[config.mk]
export PLATFORM = sky130hd
export DESIGN_NAME = booth_accumulator
export DESIGN_NICKNAME = d
export VERILOG_FILES = /design/src/rtl/booth_pkg.sv /design/src/rtl/booth_accumulator.sv
export SDC_FILE = /design/constraint.sdc
export NUM_CORES = 1
export LEC_CHECK = 0
export CORE_ASPECT_RATIO = 0.7
export CORE_UTILIZATION = 50
export CTS_CLUSTER_DIAMETER = 80
export DETAILED_ROUTE_END_ITERATION = 6
export PLACE_DENSITY = 0.75
export SETUP_SLACK_MARGIN = 0.1
export SYNTH_ARGS = -nofsm -noshare
export SYNTH_HDL_FRONTEND = slang
export SYNTH_SLANG_ARGS = --single-unit
[constraint.sdc]
create_clock -name clk -period 2.8 [get_ports clk]
set_input_delay 0.56 -clock clk [delete_from_list [all_inputs] [get_ports clk]]
set_output_delay 0.56 -clock clk [all_outputs]
set_load 0.01 [all_outputs]
[src/rtl/booth_pkg.sv]
// Shared constants and types for the Booth multiplier datapath and its
// downstream product accumulator.
package booth_pkg;

    localparam int PROD_W    = 8;
    localparam int ACC_W_DEF = 12;
    localparam int CNT_W     = 5;

    typedef enum logic {
        ACCUM = 1'b0,
        HOLD  = 1'b1
    } acc_state_t;

endpackage

[src/rtl/booth_accumulator.sv]
// Sums groups of LEN signed 8-bit products (or fewer on flush) and presents
// each group sum with its beat count on a valid/ready output port.
module booth_accumulator
    import booth_pkg::*;
#(
    parameter int LEN   = 4,
    parameter int ACC_W = ACC_W_DEF
) (
    input  logic                    clk,
    input  logic                    rst,
    input  logic [PROD_W-1:0]       in_p,
    input  logic                    in_valid,
    output logic                    in_ready,
    input  logic                    flush,
    output logic [ACC_W-1:0]        out_data,
    output logic [CNT_W-1:0]        out_beats,
    output logic                    out_valid,
    input  logic                    out_ready
);

    acc_state_t         state_q, state_d;
    logic [ACC_W-1:0]   acc_q, acc_d;
    logic [CNT_W-1:0]   count_q, count_d;
    logic [ACC_W-1:0]   out_data_q, out_data_d;
    logic [CNT_W-1:0]   out_beats_q, out_beats_d;

    logic               beat;
    logic               close;
    logic [ACC_W-1:0]   sum;
    logic [CNT_W-1:0]   count_inc;

    always_comb begin
        beat      = in_valid && (state_q == ACCUM);
        sum       = acc_q;
        count_inc = count_q;
        if (beat) begin
            sum       = acc_q + {{(ACC_W-PROD_W){in_p[PROD_W-1]}}, in_p};
            count_inc = count_q + CNT_W'(1);
        end
        // A flush closes only a non-empty group; a same-cycle beat counts as content.
        close = (state_q == ACCUM) &&
                ((beat && (count_q == CNT_W'(LEN - 1))) ||
                 (flush && (beat || (count_q != '0))));
    end

    always_comb begin
        state_d     = state_q;
        acc_d       = acc_q;
        count_d     = count_q;
        out_data_d  = out_data_q;
        out_beats_d = out_beats_q;
        unique case (state_q)
            ACCUM: begin
                if (close) begin
                    out_data_d  = sum;
                    out_beats_d = count_inc;
                    acc_d       = '0;
                    count_d     = '0;
                    state_d     = HOLD;
                end else begin
                    acc_d   = sum;
                    count_d = count_inc;
                end
            end
            HOLD: begin
                if (out_ready) begin
                    state_d = ACCUM;
                end
            end
            default: state_d = ACCUM;
        endcase
    end

    always_ff @(posedge clk or posedge rst) begin
        if (rst) begin
            state_q     <= ACCUM;
            acc_q       <= '0;
            count_q     <= '0;
            out_data_q  <= '0;
            out_beats_q <= '0;
        end else begin
            state_q     <= state_d;
            acc_q       <= acc_d;
            count_q     <= count_d;
            out_data_q  <= out_data_d;
            out_beats_q <= out_beats_d;
        end
    end

    assign in_ready  = (state_q == ACCUM);
    assign out_valid = (state_q == HOLD);
    assign out_data  = out_data_q;
    assign out_beats = out_beats_q;

endmodule

=== Word level (Yosys, flattened, before mapping) ===
Cells that the tools add are included.

* Add/sub/neg operators: 2
* Equality and inequality tests: 1
* Muxes and demuxes: 7
* Bitwise gates (word level): 1
* Reduce and logical (&&, ||, !) cells: 8

{| class="wikitable"
|+ Operators by type and width
! cell !! number
|-
| $mux W12 || 2
|-
| $add A12 B12 Y12 || 1
|-
| $mux W5 || 2
|-
| $add A5 B1 Y5 const B || 1
|-
| $eq A5 B2 Y1 const B || 1
|-
| $reduce_bool A5 Y1 || 1
|-
| $logic_and A1 B1 Y1 || 4
|-
| $logic_or A1 B1 Y1 || 2
|-
| $mux W1 || 2
|-
| $pmux W1 S2 || 1
|-
| $reduce_and A2 Y1 || 1
|-
| $not A1 Y1 || 1
|}

* Bits in registers: 35
* Logic and storage cells: 24

=== Longest topological paths before layout ===
Gate-level depths: netlist of the first run.

* Depth in word-level cells: 8
* Mapped depth: 8
* Depth with buffers taken out: 8

=== Least setup slack after synthesis of the first run ===
No wires, ideal clock.

* Path kind: input to register
* Start: input port in_p[0]
* End: register out_data_q[8], in the netlist out_data[8]
* Setup time: 0.126 ns
* Data arrival time: 2.338 ns
* Required time: 2.674 ns
* Slack: 0.336 ns
* Stages on the path: 8
* Buffers on the path: 0
* Cell sequence: ha_1 fa_1 a21oi_1 o21ai_0 a2111oi_0 nor3_1 xor2_1 a221o_1

* Longest elaborated chain between the ends: 2

{| class="wikitable"
|+ RTL lines
! element !! line !! text
|-
| start: declaration || booth_accumulator.sv:11 || <nowiki>input logic [PROD_W-1:0] in_p,</nowiki>
|-
| $add A12 B12 Y12 || booth_accumulator.sv:37 || <nowiki>sum = acc_q + {{(ACC_W-PROD_W){in_p[PROD_W-1]}}, in_p};</nowiki>
|-
| $mux W12 || booth_accumulator.sv:36 || <nowiki>if (beat) begin</nowiki>
|-
| end signal: assignment || booth_accumulator.sv:85 || <nowiki>out_data_q <= out_data_d;</nowiki>
|-
| end: declaration || booth_accumulator.sv:24 || <nowiki>logic [ACC_W-1:0] out_data_q, out_data_d;</nowiki>
|}

No other way between the ends.
A chain may end at the register's enable or synchronous reset.

=== Final worst setup path of the first run ===
Ends and elaborated chain as after synthesis.

==> results of run 1 <==
[placed cells by master, fill, tap and decap left out, types with 2 or more instances in the layout]
cell type	netlist	routed
a21boi_0	2	2
a21o_1	6	6
a21oi_1	10	9
a21oi_2	2	3
a22o_1	9	9
a31oi_1	8	8
and3_1	3	3
buf_4	0	12
clkbuf_8	1	5
clkdlybuf4s50_1	0	31
clkinv_2	0	3
dfrtp_1	35	35
ha_1	13	13
inv_1	8	8
mux2i_1	2	2
nand2_1	30	30
nand3_1	3	3
nand4_1	4	4
nor2_1	14	14
nor3_1	5	5
o21a_1	2	2
o21ai_0	14	13
o21ai_2	1	2
o31ai_1	6	6
or3_1	2	2
xnor2_1	5	5
xor2_1	7	7
[Yosys cell counts, types with 2 or more instances]
master    instances  area [um^2]
buf_2             3         15.0
nor3_1            5         25.0
o31ai_1           6         45.0
a21o_1            6         45.0
and3_1            3         18.8
nor2_1           14         52.6
mux2i_1           2         20.0
clkbuf_1          3         11.3
a21boi_0          2         15.0
ha_1             13          163
or3_1             2         12.5
a31oi_1           8         50.1
nand2_1          30          113
a22o_1            9         78.8
dfrtp_1          35          876
xnor2_1           5         43.8
a21oi_1          10         50.1
nand4_1           4         25.0
a21oi_2           2         17.5
xor2_1            7         61.3
nand3_1           3         15.0
o21ai_0          14         70.1
inv_1             8         30.0
o21a_1            2         15.0
[worst paths after layout]
kind                                                from                        to  slack (ns)  depth (start not counted)
worst max-delay path                             in_p[0]   out_data[8]$_DFFE_PP0P_        0.15                          9
worst min-delay path            out_beats[3]$_DFFE_PP0P_  out_beats[3]$_DFFE_PP0P_        0.48                          2
worst max register to register      acc_q[0]$_DFFE_PP0N_   out_data[8]$_DFFE_PP0P_        0.43                          8
worst min register to register  out_beats[3]$_DFFE_PP0P_  out_beats[3]$_DFFE_PP0P_        0.48                          2
max in group asynchronous                            rst    count_q[4]$_DFFE_PP0N_        1.79                          3
min in group asynchronous                            rst      acc_q[1]$_DFFE_PP0N_        0.69                          3
[area by class of cell]
| type | count | area share |
|---|---|---|
| Multi-Input combinational cell | 165 | 0.435 |
| Sequential cell | 35 | 0.340 |
| Timing Repair Buffer | 43 | 0.156 |
| Clock buffer | 5 | 0.0267 |
| Tap cell | 52 | 0.0253 |
| Inverter | 8 | 0.0117 |
| Clock inverter | 3 | 0.00583 |
[metrics by stage]
| step | TNS [ns] | cells |
|---|---|---|
| after floorplan | 0 | 216 |
| after global placement | -0.366 | 303 |
| after detailed placement | -0.428 | 303 |
| after CTS | 0 | 311 |
| after global routing | 0 | 311 |
| final | 0 | 311 |
[cells by family after synthesis]
kind of cell / Yosys count
XOR/XNOR: 12
buffers and inverters: 16
flip-flops: 35
multiplexers: 2
AND/OR/NAND/NOR: 67
AO/OA/AOI/OAI: 70
adder cells (fa/ha/maj): 14
[layer usage]
layer	vias to the layer above	routed length (um)
met4	0	23
met2	47	2050
met3	5	312
met1	821	2320
met5	-	0
li1	871	-
[registers in the layout (all words and copies together) (netlist names)]
register / cells
acc_q: 12
count_q: 5
out_beats: 5
out_data: 12
out_valid: 1
[what timing repair did]
| action | CTS | global route |
|---|---|---|
| setup endpoints to repair | 1 | 1 |
| hold endpoints to repair | 0 | 0 |
| pin swaps | 2 | 1 |
| gates resized for setup | 4 | 2 |
| buffers inserted | 0 | 0 |
[power by group]
group / leakage (nW) / switching (mW) / internal, mW
Combinational: 0.686 / 0.767 / 0.715
Clock: 0.0477 / 0.183 / 0.170
Sequential: 0.446 / 0.167 / 0.712
Total: 1.18 / 1.12 / 1.60
[critical path, cell delays in order]
cell and delay [ns]:
clkdlybuf4s50_1 0.40, ha_1 0.23, fa_2 0.36, a21oi_2 0.20, o21ai_2 0.10, a2111oi_2 0.35, nor3_1 0.11, xor2_1 0.17
a221o_1 0.33
==> flow_summary.ini, run 1 <==
[clock_tree]
cts_buffer_depth = 2
cts_sinks = 35
path_clk_slew_ns = 0.07
cts_tree = built
hold_buffers = 0
insertion_delay_ns = 0.28
cts_htree_levels = 2
root_buffer = clkbuf_8
cts_buffers = 5

[worst_setup_path]
worstPathRequired_ns = 2.97
critical_path_class = in2reg
worst-path-max-fanout = 2
crit_arrival_ns = 2.82
end_kind = flop
startpoint_type = primary input

[timing]
drv_slew = 0
worst_pin_slew_ns = 0.757
rsz0062_at_grt = false
fmax_mhz = 378
setup_ws_ns = 0.152
hold_viol_final = 0
min_period_ns = 2.65
relSlewSlack = 0.496
setup_violations = 0
holdWs_ns = 0.485
skew_ns = 0.00812
fin_crit_sh = 0.946

[finish]
ff_latch_area_um2 = 876
drive_gt1_frac = 0.127
nets = 285
area_growth_pct = 25.1
fin_area_um2 = 2570
multi_input_area_um2 = 1120
final_core_util = 0.656
fillerInstances = 338
n_antenna_cell = 0

[yosys]
synth_compound_area_frac = 0.237
synthXorXnorAreaFrac = 0.0511
ys_types = 44
synth_fp_nets = 243
synth_mux_area_frac = 0.00973
synth-simple-area-share = 0.150
yosysWarnings = 0
synth_top_family_by_area = compound AO/OA/AOI/OAI gates
synth_edf_count = 0
synth_adder_area_share = 0.0888
ys_ff_latch = 35
avgSynthCellArea_um2 = 9.52
ys.flop_type = dfrtp_1
async_reset_ff_frac = 1.00
syn_inst = 216
syn_area_um2 = 2060
ys_seq_area_frac = 0.426

[run_status]
outcome = complete, no violations

[grt]
grt_max_degree = 36
grtUsageMet2 = 0.357
grt_pass1_vias = 1623
grt_pass1_wl_mm = 7.72
grt_use_met3 = 0.0525
met1_usage = 0.326
overflow = 0
top_usage_layer = met2
antenna_found_initial = 0
grt_use_total = 0.230

[worst_hold_path]
hp-class = reg2reg

[detailed_routing]
via_per_inst = 5.61
postRouteWirelength_mm = 4.71
drt_first_pass_iters = 4
ant_nets = 0
route.detailed.drc = 0
drt_iter0_drc = 90
vias = 1744
wl_per_cell_um = 15.2

[floorplanning]
start_util = 0.524
dieWidth_um = 78.7
coreArea_um2 = 3920
ios = 32
rows = 19
die_h_um = 55.7
dieArea_um2 = 4380

[placed_design]
dp_hpwl_mm = 3.34
port_buffers = 31
dpl_cell_area_um2 = 2470
pre_cts_slack_ns = -0.274
gp_congestion = 0.882

[pwr]
powerDensity_nw_per_um2 = 1060
ir_worst_vdd_mv = 0.853
p_leak_nw = 1.18
power.total_mw = 2.72

[flow_run]
cap_violations = 0
Note: power is estimated with default switching activity, not from simulation.
==> run 2: changes to the inputs <==
--- a/config.mk
+++ b/config.mk
@@ -5,12 +5,12 @@
 export SDC_FILE = /design/constraint.sdc
 export NUM_CORES = 1
 export LEC_CHECK = 0
+export CAP_MARGIN = 20
 export CORE_ASPECT_RATIO = 0.7
 export CORE_UTILIZATION = 50
 export CTS_CLUSTER_DIAMETER = 80
 export DETAILED_ROUTE_END_ITERATION = 6
 export PLACE_DENSITY = 0.75
-export SETUP_SLACK_MARGIN = 0.1
 export SYNTH_ARGS = -nofsm -noshare
 export SYNTH_HDL_FRONTEND = slang
 export SYNTH_SLANG_ARGS = --single-unit
==> run 2 against run 1 <==
  * Via count grew 0.92%
  * Cell count is the same
  * Flip-flop and latch count is the same
  * Sequential share of layout area grew 0.083 points
  * Cell area shrank 0.24%
  * Combinational power is essentially flat
  * Hold slack is essentially flat
  * Non-clock buffer count is the same
  * Routed wire length shrank 0.79%
  * Register-to-register slack lost 0.05 ns
  * Core utilization shrank 0.16 points
  * First-iteration DRC count grew 3.3%
  * Critical endpoint unchanged
==> flow_summary.ini, run 2 (synthesis results as in run 1) <==
[run_status]
outcome = complete, no violations

[worst_hold_path]
min_from = out_beats[3]$_DFFE_PP0P_
hp-class = reg2reg
whs_endpoint = out_beats[3]$_DFFE_PP0P_
min_delay_path_depth = 2

[worst_setup_path]
reg2reg_depth = 8
critical_path_class = in2reg
crit_arrival_ns = 2.87
regToRegEndpoint = out_data[8]$_DFFE_PP0P_
end_kind = flop
slowest_stage = fa_1
worstReg2RegStart = acc_q[0]$_DFFE_PP0N_
worstPathRequired_ns = 2.97
critPathMaxStageDelay_ns = 0.41
startpoint_type = primary input
critPathBufInv = 1
crit_family = compound AO/OA/AOI/OAI gates
rrSetupSlack_ns = 0.38
crit_chain = clkdlybuf4s50_1, ha_1, fa_1, a21oi_2, o21ai_1, a2111oi_2, nor3_1, xor2_1, a221o_1
worst-path-max-fanout = 2

[clock_tree]
cts_tree = built
hold_buffers = 0
cts_buffers = 5
root_buffer = clkbuf_8
path_clk_slew_ns = 0.07
cts_sinks = 35
insertion_delay_ns = 0.28
cts_htree_levels = 2
cts_buffer_depth = 2

[grt]
overflow = 0
grt_pass1_wl_mm = 7.72
grt_pass1_vias = 1623
antenna_found_initial = 0
grt_use_total = 0.230
grt_max_degree = 36

[pwr]
powerDensity_nw_per_um2 = 1050
p_leak_nw = 1.18
ir_worst_vdd_mv = 0.845

[placed_design]
gp_congestion = 0.882
dp_hpwl_mm = 3.34
dpl_cell_area_um2 = 2470
port_buffers = 31

[timing]
setup_violations = 0
skew_ns = 0.00710
min_period_ns = 2.70
hold_viol_final = 0
fin_crit_sh = 0.964
drv_slew = 0
fmax_mhz = 370
relSlewSlack = 0.503
worst_pin_slew_ns = 0.746
holdWs_ns = 0.485
rsz0062_at_grt = false

[floorplanning]
coreArea_um2 = 3920
die_h_um = 55.7
dieArea_um2 = 4380
start_util = 0.524
rows = 19
dieWidth_um = 78.7
ios = 32

[detailed_routing]
ant_nets = 0
vias = 1760
route.detailed.drc = 0
drt_first_pass_iters = 4
postRouteWirelength_mm = 4.68
via_per_inst = 5.66
drt_iter0_drc = 93
wl_per_cell_um = 15.0

[finish]
nets = 285
n_antenna_cell = 0
layout_common_cells = dfrtp_1, clkdlybuf4s50_1, nand2_1
drive_gt1_frac = 0.120
mostFrequentLayoutCell = dfrtp_1
fillerInstances = 337
fin_area_um2 = 2570
area_growth_pct = 24.8

[flow_run]
cap_violations = 0
==> run 2: final cells by class <==
cell class	instances	area, um^2	share of cell area
Timing Repair Buffer	43	400	0.156
Inverter	8	30.0	0.0117
Clock buffer	5	68.8	0.0268
Clock inverter	3	15.0	0.00585
Multi-Input combinational cell	165	1110	0.433
Tap cell	52	65.1	0.0253
Sequential cell	35	876	0.341
==> run 2: stage by stage <==
| stage | setup TNS, ns | worst slack (ns) | power (mW) | utilization | std cells |
|---|---|---|---|---|---|
| after global placement | -0.366 | -0.235 | 2.31 | 0.631 | 303 |
| final | 0 | 0.100 | 2.70 | 0.655 | 311 |
| after CTS | 0 | 0.0230 | 2.70 | 0.652 | 311 |
| after global routing | 0 | 0.0163 | 2.91 | 0.655 | 311 |
| after detailed placement | -0.428 | -0.274 | 2.34 | 0.631 | 303 |
| after floorplan | 0 | 0.336 | 1.80 | - | 216 |
==> run 2: timing repair <==
action	in CTS	in global routing
setup endpoints to repair	0	2
hold endpoints to repair	0	0
setup buffers	0	0
resized for setup	0	4
==> run 2: where the power goes <==
group	internal, mW	leakage (nW)	switching, mW
Combinational	0.712	0.686	0.760
Sequential	0.712	0.446	0.166
Clock	0.170	0.0477	0.182
Total	1.59	1.18	1.11
==> run 2: how the worst max path moves through the flow <==
stage / endpoint / start / slack, ns / depth (start not counted)
3_3_place_gp: out_data[8]$_DFFE_PP0P_ / in_p[0] / -0.23 / 9
2_1_floorplan: out_data[8]$_DFFE_PP0P_ / in_p[0] / 0.34 / 8
6_report: out_data[8]$_DFFE_PP0P_ / in_p[0] / 0.1 / 9
5_1_grt: out_data[8]$_DFFE_PP0P_ / in_p[0] / 0.02 / 9
3_5_place_dp: out_data[8]$_DFFE_PP0P_ / in_p[0] / -0.27 / 9
4_1_cts: out_data[8]$_DFFE_PP0P_ / in_p[0] / 0.02 / 9
==> run 2: tightest hold or removal path: stages, from the launching register on <==
cell	delay, ns
dfrtp_1	0.34
nand2_1	0.04
o21ai_0	0.06
==> run 2: metal layers <==
metal | global-route usage | vias to the layer above | part of all wire
li1 | - | 870 | -
met1 | 0.326 | 827 | 0.49
met2 | 0.357 | 58 | 0.43
met3 | 0.0525 | 5 | 0.073
met4 | 0.0556 | 0 | 0.0049
met5 | 0 | - | 0
==> patch (flow settings as in run 1) <==
Reset style: synchronous (`rst`), changed in one clocked block.
--- a/src/rtl/booth_accumulator.sv
+++ b/src/rtl/booth_accumulator.sv
@@ -73,3 +73,3 @@
 
-    always_ff @(posedge clk or posedge rst) begin
+    always_ff @(posedge clk) begin
         if (rst) begin
Function: differs if rst is asserted again (counterexample within 4 cycles, from zero or initial values and one cycle with rst high); with rst held inactive, the same outputs for 4 cycles.
==> patch against run 1 <==
Design area grew 5.5%; sequential cell count is the same; setup slack better by 0.027 ns; register-to-register slack better by 0.02 ns; area after synthesis down 1.3%; wire length grew 11%; core utilization is 7.9 points higher; critical path type unchanged; largest cell class unchanged.
Power is not compared: it rests on default switching activity, and its combinational part moved more than twofold at a synthesized area within 25%.
==> patch: results (changes against run 1) <==
\begin{tabular}{lr}
\hline
Metric & Value \\
\hline
\multicolumn{2}{l}{\textbf{Placed design}} \\
\quad Number of cells after detailed placement & 341 (+13\%) \\
\quad Final weighted congestion in routability-driven placement & 0.858 (-2.7\%) \\
\quad Final HPWL from detailed placement & 3.85 mm (+15\%) \\
\quad Post-Place Worst Slack & -0.219 ns (+0.0540 ns) \\
\quad Dpl cell area & 2570 µm² (+4.0\%) \\
\multicolumn{2}{l}{\textbf{Cells and area}} \\
\quad Share of post-route cells with drive strength above 1 & 0.174 (+0.0471) \\
\quad Final net count & 325 (+14\%) \\
\multicolumn{2}{l}{\textbf{Critical path}} \\
\quad Slack of the worst reg-to-reg path & 0.45 ns (+0.02 ns) \\
\quad R2R cell count & 7 (-1) \\
\quad Worst EP required & 3.01 ns (+0.04 ns) \\
\quad Endpoint of the worst register-to-register path & acc\_q[8] \\
\multicolumn{2}{l}{\textbf{STA}} \\
\quad Slew @ Worst Pin & 0.506 ns (-0.251 ns) \\
\quad Hold slack & 0.498 ns (+0.0132 ns) \\
\multicolumn{2}{l}{\textbf{GRT}} \\
\quad Wire length of the first global-routing pass & 8.68 mm (+12\%) \\
\quad Routing usage on met1 & 0.336 (+0.00982) \\
\quad Number of global-route vias before repair & 1933 (+19\%) \\
\quad Met2 layer usage reported by global route & 0.412 (+0.0558) \\
\multicolumn{2}{l}{\textbf{Worst hold path}} \\
\quad Destination of the worst hold path & out\_data[9] \\
\quad Start point of the worst min-delay path & out\_data[9] \\
\multicolumn{2}{l}{\textbf{Yosys}} \\
\quad Share of the yosys chip area belonging to registers & 0.345 (-0.0805) \\
\quad Synthesized area per cell & 8.32 µm² (-13\%) \\
\quad Top flip-flop cell by instance count after synthesis & sky130\_fd\_sc\_hd\_\_dfxtp\_1 \\
\quad Fraction of synthesized area in multiplexers & 0.0302 (+0.0205) \\
\quad Post-Synth XOR/XNOR Area & 0.0388 (-0.0123) \\
\quad Adder and majority cell fraction of the synthesized area & 0.0900 (+0.00120) \\
\quad Net count of the mapped netlist & 271 (+12\%) \\
\quad Most instantiated cells after synthesis & sky130\_fd\_sc\_hd\_\_dfxtp\_1 (35), sky130\_fd\_sc\_hd\_\_nor2\_1 (32), sky130\_fd\_sc\_hd\_\_nand2\_1 (17) \\
\quad Share of synthesized flip-flops with an asynchronous set or reset & 0 (-1.00) \\
\multicolumn{2}{l}{\textbf{Status}} \\
\quad Run status & finished clean \\
\multicolumn{2}{l}{\textbf{Routing}} \\
\quad Number of iterations in the first detailed-routing pass & 5 (+1) \\
\quad Final Routed Wirelength & 5.22 mm (+11\%) \\
\quad Met3 wirelength from detailed routing & 250 µm (-20\%) \\
\quad Iter 0 DRT Violations & 141 (+57\%) \\
\hline
\end{tabular}
-- patch: cell types whose count changed in the layout (fill, tap and decap cells not counted), sizes merged, moves of 6 or more --
cell    change
dfxtp      +35
buf        +19
a21oi       +6
a22o        -9
nand2      -13
a211oi     +11
nor2       +17
o31ai       -6
dfrtp      -35
-- patch: worst max path at each step --
stage	from	end	slack, ns	cells past startpoint
floorplan	in_p[0]	out_data[8]	0.23	8
global placement	in_p[0]	out_data[8]	-0.15	9
detailed placement	in_p[0]	out_data[8]	-0.22	9
CTS	in_p[1]	acc_q[11]	0.11	8
finish	in_p[1]	acc_q[11]	0.18	8
global route	in_p[1]	acc_q[11]	0.1	8
-- patch: kinds of logic after synthesis --
logic type / Yosys count
compound gates: 75
mux: 6
fa+ha+maj: 14
simple gates: 83
xor+xnor: 9
flops: 35
buf+inv: 22
-- patch: critical path, stage by stage --
cell and delay (ns):
sky130_fd_sc_hd__clkdlybuf4s50_1 0.46, sky130_fd_sc_hd__ha_1 0.35, sky130_fd_sc_hd__a211oi_2 0.28, sky130_fd_sc_hd__o21ai_2 0.13
sky130_fd_sc_hd__a211oi_2 0.27, sky130_fd_sc_hd__o211ai_1 0.18, sky130_fd_sc_hd__a2111o_1 0.45, sky130_fd_sc_hd__a31oi_1 0.15
-- patch: final cells by class --
class	count	area (µm²)
flip-flops and latches	35	701
multi-input cells	187	1290
clock inverters	1	5.00
clock buffers	6	82.6
repair buffers	62	546
well taps	50	62.6
inverters	7	26.3
fillers	297	978
-- patch: what timing repair did --
item                       4_1_cts  5_1_grt
pin swaps                        0        2
cloned                           0        0
setup endpoints to repair        1        4
resized for setup                1        7
-- patch: power breakdown --
| group | internal [mW] | switching (mW) |
|---|---|---|
| registers | 0.547 | 0.0404 |
| clock network | 0.193 | 0.182 |
| logic | 0.253 | 0.255 |
